===== config.mk =====
export PLATFORM = sky130hd
export DESIGN_NAME = lsu_st_req_queue_flat
export DESIGN_NICKNAME = d
export VERILOG_FILES = /design/src/rtl/lsu_st_req_if.sv /design/src/rtl/lsu_st_req_queue.sv /design/src/flat_wrapper.sv
export SDC_FILE = /design/constraint.sdc
export NUM_CORES = 1
export LEC_CHECK = 0
export CAP_MARGIN = 20
export CORE_AREA = 2 2 171 173
export CTS_CLUSTER_DIAMETER = 150
export CTS_CLUSTER_SIZE = 10
export DETAILED_ROUTE_END_ITERATION = 8
export DIE_AREA = 0 0 173 175
export PLACE_DENSITY = 0.78
export SLEW_MARGIN = 40
export SYNTH_ARGS = -nofsm -noshare
export SYNTH_HDL_FRONTEND = slang
export SYNTH_SLANG_ARGS = --single-unit

===== constraint.sdc =====
create_clock -name clk_i -period 11.65 [get_ports clk_i]
set_input_delay 2.33 -clock clk_i [delete_from_list [all_inputs] [get_ports clk_i]]
set_output_delay 2.33 -clock clk_i [all_outputs]
set_load 0.05 [all_outputs]

===== src/rtl/lsu_st_req_if.sv =====
// Request/response bundle between LSU issue, the store request queue and the
// store unit.
//   slave  : queue side (accepts pushes, presents head, takes pop)
//   master : driver side (LSU issue + store unit, or a testbench)
// Signals: flush_i (discard all), push_i/req_i (request in), full_o (no room),
//          valid_o/req_o (head out), pop_i (head consumed), count_o (stored entries).
interface lsu_st_req_if #(
  parameter int unsigned DEPTH  = 2,
  parameter int unsigned CTRL_W = 160
);
  localparam int unsigned CNT_W = $clog2(DEPTH + 1);

  logic              flush_i;
  logic              push_i;
  logic [CTRL_W-1:0] req_i;
  logic              full_o;
  logic              valid_o;
  logic [CTRL_W-1:0] req_o;
  logic              pop_i;
  logic [CNT_W-1:0]  count_o;

  modport slave (
    input  flush_i, push_i, req_i, pop_i,
    output full_o, valid_o, req_o, count_o
  );

  modport master (
    output flush_i, push_i, req_i, pop_i,
    input  full_o, valid_o, req_o, count_o
  );
endinterface


===== src/rtl/lsu_st_req_queue.sv =====
// Fall-through store/AMO request queue in front of the store unit.
// Holds requests while the store unit stalls and presents them in order. When
// empty, a pushed request is forwarded combinationally to the head (zero-latency
// idle path); if it is also popped that cycle nothing is stored.
// Ports:
//   clk_i   clock
//   rst_ni  asynchronous active-low reset
//   q       lsu_st_req_if.slave: flush_i, push_i, req_i, pop_i in;
//           full_o, valid_o, req_o, count_o out
module lsu_st_req_queue #(
  parameter int unsigned DEPTH  = 2,
  parameter int unsigned CTRL_W = 160
) (
  input  logic         clk_i,
  input  logic         rst_ni,
  lsu_st_req_if.slave  q
);
  localparam int unsigned CNT_W = $clog2(DEPTH + 1);
  localparam int unsigned PTR_W = $clog2(DEPTH);

  logic [DEPTH-1:0][CTRL_W-1:0] mem_q;
  logic [PTR_W-1:0]             rd_q, wr_q;
  logic [CNT_W-1:0]             count_q, count_d;

  logic empty, full, do_pop, do_push, wr_en, rd_adv;

  assign empty = (count_q == '0);
  assign full  = (count_q == CNT_W'(DEPTH));

  // Head mux: storage when occupied, otherwise fall through from the LSU.
  assign q.valid_o = !q.flush_i && (empty ? q.push_i : 1'b1);
  assign q.req_o   = empty ? q.req_i : mem_q[rd_q];
  assign q.full_o  = full;
  assign q.count_o = count_q;

  // valid_o already folds in flush, so a pop during flush is ignored here.
  assign do_pop  = q.pop_i && q.valid_o;
  // A push into a full queue is only legal when the head leaves this cycle.
  assign do_push = q.push_i && !q.flush_i && (!full || q.pop_i);
  // Bypass consumed: an empty-queue push that is popped at once is never stored.
  assign wr_en   = do_push && !(empty && do_pop);
  assign rd_adv  = do_pop && !empty;

  always_comb begin
    count_d = count_q;
    if (q.flush_i) count_d = '0;
    else           count_d = count_q + CNT_W'(wr_en) - CNT_W'(rd_adv);
  end

  always_ff @(posedge clk_i or negedge rst_ni) begin
    if (!rst_ni) begin
      rd_q    <= '0;
      wr_q    <= '0;
      count_q <= '0;
    end else begin
      count_q <= count_d;
      if (q.flush_i) begin
        rd_q <= '0;
        wr_q <= '0;
      end else begin
        if (wr_en)  wr_q <= wr_q + PTR_W'(1);
        if (rd_adv) rd_q <= rd_q + PTR_W'(1);
      end
    end
  end

  // Payload storage is not reset; valid state lives in count_q only.
  // At full with a pop, wr_q == rd_q: the head is read this cycle and
  // overwritten at the edge, which is safe.
  always_ff @(posedge clk_i) begin
    if (!q.flush_i && wr_en) mem_q[wr_q] <= q.req_i;
  end

`ifndef SYNTHESIS
  a_count_bound : assert property (@(posedge clk_i) disable iff (!rst_ni)
    count_q <= CNT_W'(DEPTH)) else $error("count_q exceeds DEPTH");
  a_push_full : assert property (@(posedge clk_i) disable iff (!rst_ni)
    !(q.push_i && q.full_o && !q.pop_i)) else $error("push while full");
  a_head_stable : assert property (@(posedge clk_i) disable iff (!rst_ni)
    (q.valid_o && !q.pop_i && !q.flush_i) |=> $stable(q.req_o))
    else $error("head changed while stalled");
`endif
endmodule

===== src/flat_wrapper.sv =====
// flat-port wrapper written by rule: the top's interface ports become plain ports
module lsu_st_req_queue_flat 
#(
  parameter int unsigned DEPTH  = 2,
  parameter int unsigned CTRL_W = 160
)
  (clk_i, rst_ni, q_flush_i, q_push_i, q_req_i, q_pop_i, q_full_o, q_valid_o, q_req_o, q_count_o);
  lsu_st_req_if #(.DEPTH(DEPTH), .CTRL_W(CTRL_W)) q_i ();
  input  logic clk_i;
  input  logic rst_ni;
  input wire logic [$bits(q_i.flush_i)-1:0] q_flush_i;
  input wire logic [$bits(q_i.push_i)-1:0] q_push_i;
  input wire logic [$bits(q_i.req_i)-1:0] q_req_i;
  input wire logic [$bits(q_i.pop_i)-1:0] q_pop_i;
  output wire logic [$bits(q_i.full_o)-1:0] q_full_o;
  output wire logic [$bits(q_i.valid_o)-1:0] q_valid_o;
  output wire logic [$bits(q_i.req_o)-1:0] q_req_o;
  output wire logic [$bits(q_i.count_o)-1:0] q_count_o;
  assign q_i.flush_i = q_flush_i;
  assign q_i.push_i = q_push_i;
  assign q_i.req_i = q_req_i;
  assign q_i.pop_i = q_pop_i;
  assign q_full_o = q_i.full_o;
  assign q_valid_o = q_i.valid_o;
  assign q_req_o = q_i.req_o;
  assign q_count_o = q_i.count_o;
  lsu_st_req_queue #(.DEPTH(DEPTH), .CTRL_W(CTRL_W)) u_core (.clk_i(clk_i), .rst_ni(rst_ni), .q(q_i));
endmodule

==> results.md <==
- Largest cells by area after synthesis: edfxtp_1, mux2i_1, a21oi_2
- Worst hold path stage count: 2
- Max Slew Vio Count: 0
- Worst setup EP type: output pin
- Routed Antenna Nets: 0
- Core box area: 28,390 sq um
- Die ar.: 30,280 sq um
- Hold Path Class: flip-flop to flip-flop
- Tcrit/Tclk final: 0.5542
- Number of max-cap violations: 0
- CP Buf/Inv Count: 2
- CTS Hold Buffers Added: 0
- Setup tns final: 0 ns
- Peak fanout along the critical path: 3
- Die Height: 175 um
- Number of I/O pins: 329
- Cell area after synthesis: 13,750 sq um
- Gp weighted congestion: 0.7661
- R2R depth: 5
- Iteration-0 DRC Markers: 477
- Row cnt: 62
- WP depth: 4
- Global-route wire length before repair: 45.83 mm
- GRT Residual Overflow: 0
- Clk_lat worst skew: 0.51 ns
- Area growth from synthesis to layout: 33.01%
- Yosys synthesis warning count: 0
- Cell mode on critical path: clkdlybuf4s50_1
- Hold Vio Cnt, Final: 0
- Layout cell share with drive strength beyond 1: 0.1265
- H-tree depth: 2
- Initial antenna violation count: 0
- Post-cts sizing count: 0
- Reg clk slew, reported paths: 0.06 ns
- Max Freq: 0.1549 GHz
- Drt first pass iters: 4
- Sequential area share after synthesis: 0.7061
- Arrival time at the worst endpoint: 4.13 ns
- WHS: 0.6928 ns
- Syn Nets: 1,053
- Peak supply drop: 0.1732 mV
- I/O Buffers: 328
- Largest net degree at the start of global routing: 83
- Vias: 8,296
- Top cell type by total area after synthesis: edfxtp_1
- CTS tree: yes
- Post-CTS Setup Bufs: 0
- Dpl hpwl: 19.16 mm
- Most frequent cells in the layout: clkdlybuf4s50_1, edfxtp_1, mux2i_1
- Avg Inst Size Synth: 15.52 sq um
- Unrepaired setup endpoints after global routing: no
- Final nets: 1,383
- Worst Path Required: 9.32 ns
- Largest stage delay on the critical path: 0.88 ns
- Starting density of the core: 0.4843
- Outcome: finished clean
- Lkg Pwr: 5.885 nW
- WL final: 29.95 mm
- CTS Sinks: 324
- Vias in the first global route: 8,516
- Vias/cell: 5.156
- Pwr dens: 223.7 nW/um^2
- Unique cell type count in the Yosys netlist: 25
- Crit path time final: 6.457 ns
- Worst setup SP type: primary input
- DRC Markers: 0
- Critical-path cell list: clkdlybuf4s50_1, nor2_1, a21oi_1, clkdlybuf4s50_1
- Slew @ Worst Pin: 0.8338 ns
- Rel. slew slack: 0.4442
- Slowest cell on the critical path: clkdlybuf4s50_1
- Global Route Usage Sum: 0.1908
- Die Wd: 173 um
- Final setup viols: 0
- Clock root cell: clkbuf_16
- Synth top area share: 0.6988
- Cells after Synth: 886
- Seq cells post-synth: 324
- Avg WL per Cell: 18.61 um
- Num CTS Buffers: 38
- Crit-path leading delay family: buffers and inverters
- Clock skew: 0.01536 ns
- Max Buffers Root-to-Sink: 3
- Ant diodes: 0
- Leading cell type in the layout, fill and taps excluded: clkdlybuf4s50_1
- CP Class: primary input to output pin
==> report_power, final <==
| part | leakage [nW] | total, mW | internal [mW] | switching (mW) |
|---|---|---|---|---|
| registers | 2.96 | 1.40 | 1.37 | 0.0340 |
| clock network | 0.518 | 1.03 | 0.624 | 0.408 |
| logic | 2.40 | 1.66 | 0.535 | 1.12 |
==> worst paths after layout <==
kind	start	to	slack [ns]
max	q_req_i[55]	q_req_o[55]	5.19
min	u_core.q.count_o[0]	u_core.wr_q	0.69
max reg2reg	u_core.q.count_o[1]	u_core.mem_q[77]	8.60
min reg2reg	u_core.q.count_o[0]	u_core.wr_q	0.69
max in group asynchronous	rst_ni	u_core.rd_q	9.40
min in group asynchronous	rst_ni	u_core.q.count_o[0]	2.04
==> tightest hold or removal path, stage by stage (launching register included) <==
cell     delay [ns]
dfrtp_1        0.46
a31oi_1        0.12
nand3_1        0.08
==> cells in the mapped netlist <==
master	number
nand3_1	2
or4_1	1
nor2b_1	3
or2_1	1
ha_1	2
a21oi_1	98
buf_12	1
clkbuf_4	6
buf_4	3
nor2_1	136
buf_6	33
nor2_2	21
o21ai_0	2
edfxtp_1	320
xor2_1	2
inv_1	4
nor2_4	10
mux2i_1	160
clkbuf_1	3
dfrtp_1	4
a31oi_1	1
buf_2	8
nor3b_1	1
xnor2_1	2
a21oi_2	62
==> sequential cells by signal, summed over array words and instances, names as in the netlist <==
signal,count
u_core.wr_q,1
u_core.rd_q,1
u_core.q.count_o,2
u_core.mem_q,320
==> layer usage <==
metal	GRT usage	share of wire	vias to the layer above	routed length, um
met5	0	0	-	0
met4	0.06391	0.027	0	809
met3	0.06506	0.083	53	2500
met2	0.3218	0.50	303	14890
met1	0.2305	0.39	3971	11740
li1	-	-	3969	-
==> through the flow <==
step / cells / instance area, sq um / util / worst slack (ns) / power (mW)
after floorplan: 886 / 13750 / - / 1.621 / 2.623
after global placement: 1555 / 17110 / 0.6025 / 5.207 / 3.047
after detailed placement: 1559 / 17210 / 0.6060 / 5.194 / 3.079
after CTS: 1608 / 18270 / 0.6434 / 5.192 / 4.129
after global routing: 1609 / 18290 / 0.6442 / 5.096 / 4.252
final: 1609 / 18290 / 0.6442 / 5.193 / 4.091
==> layout make-up <==
type,instances,area [sq um]
Clock buffer,48,1052
Sequential cell,324,9713
Multi-Input combinational cell,504,3533
Fill cell,2104,10100
Tap cell,384,480.5
Timing Repair Buffer,344,3487
Inverter,4,15.01
Clock inverter,1,8.758
==> cell families after synthesis <==
group | count (synthesis) | synth area share
flops | 324 | 0.7061
simple gates | 175 | 0.05851
compound gates | 163 | 0.07634
mux | 160 | 0.1165
buf+inv | 58 | 0.03822
xor+xnor | 4 | 0.002548
fa+ha+maj | 2 | 0.001820
Note: power is estimated with default switching activity, not from simulation.
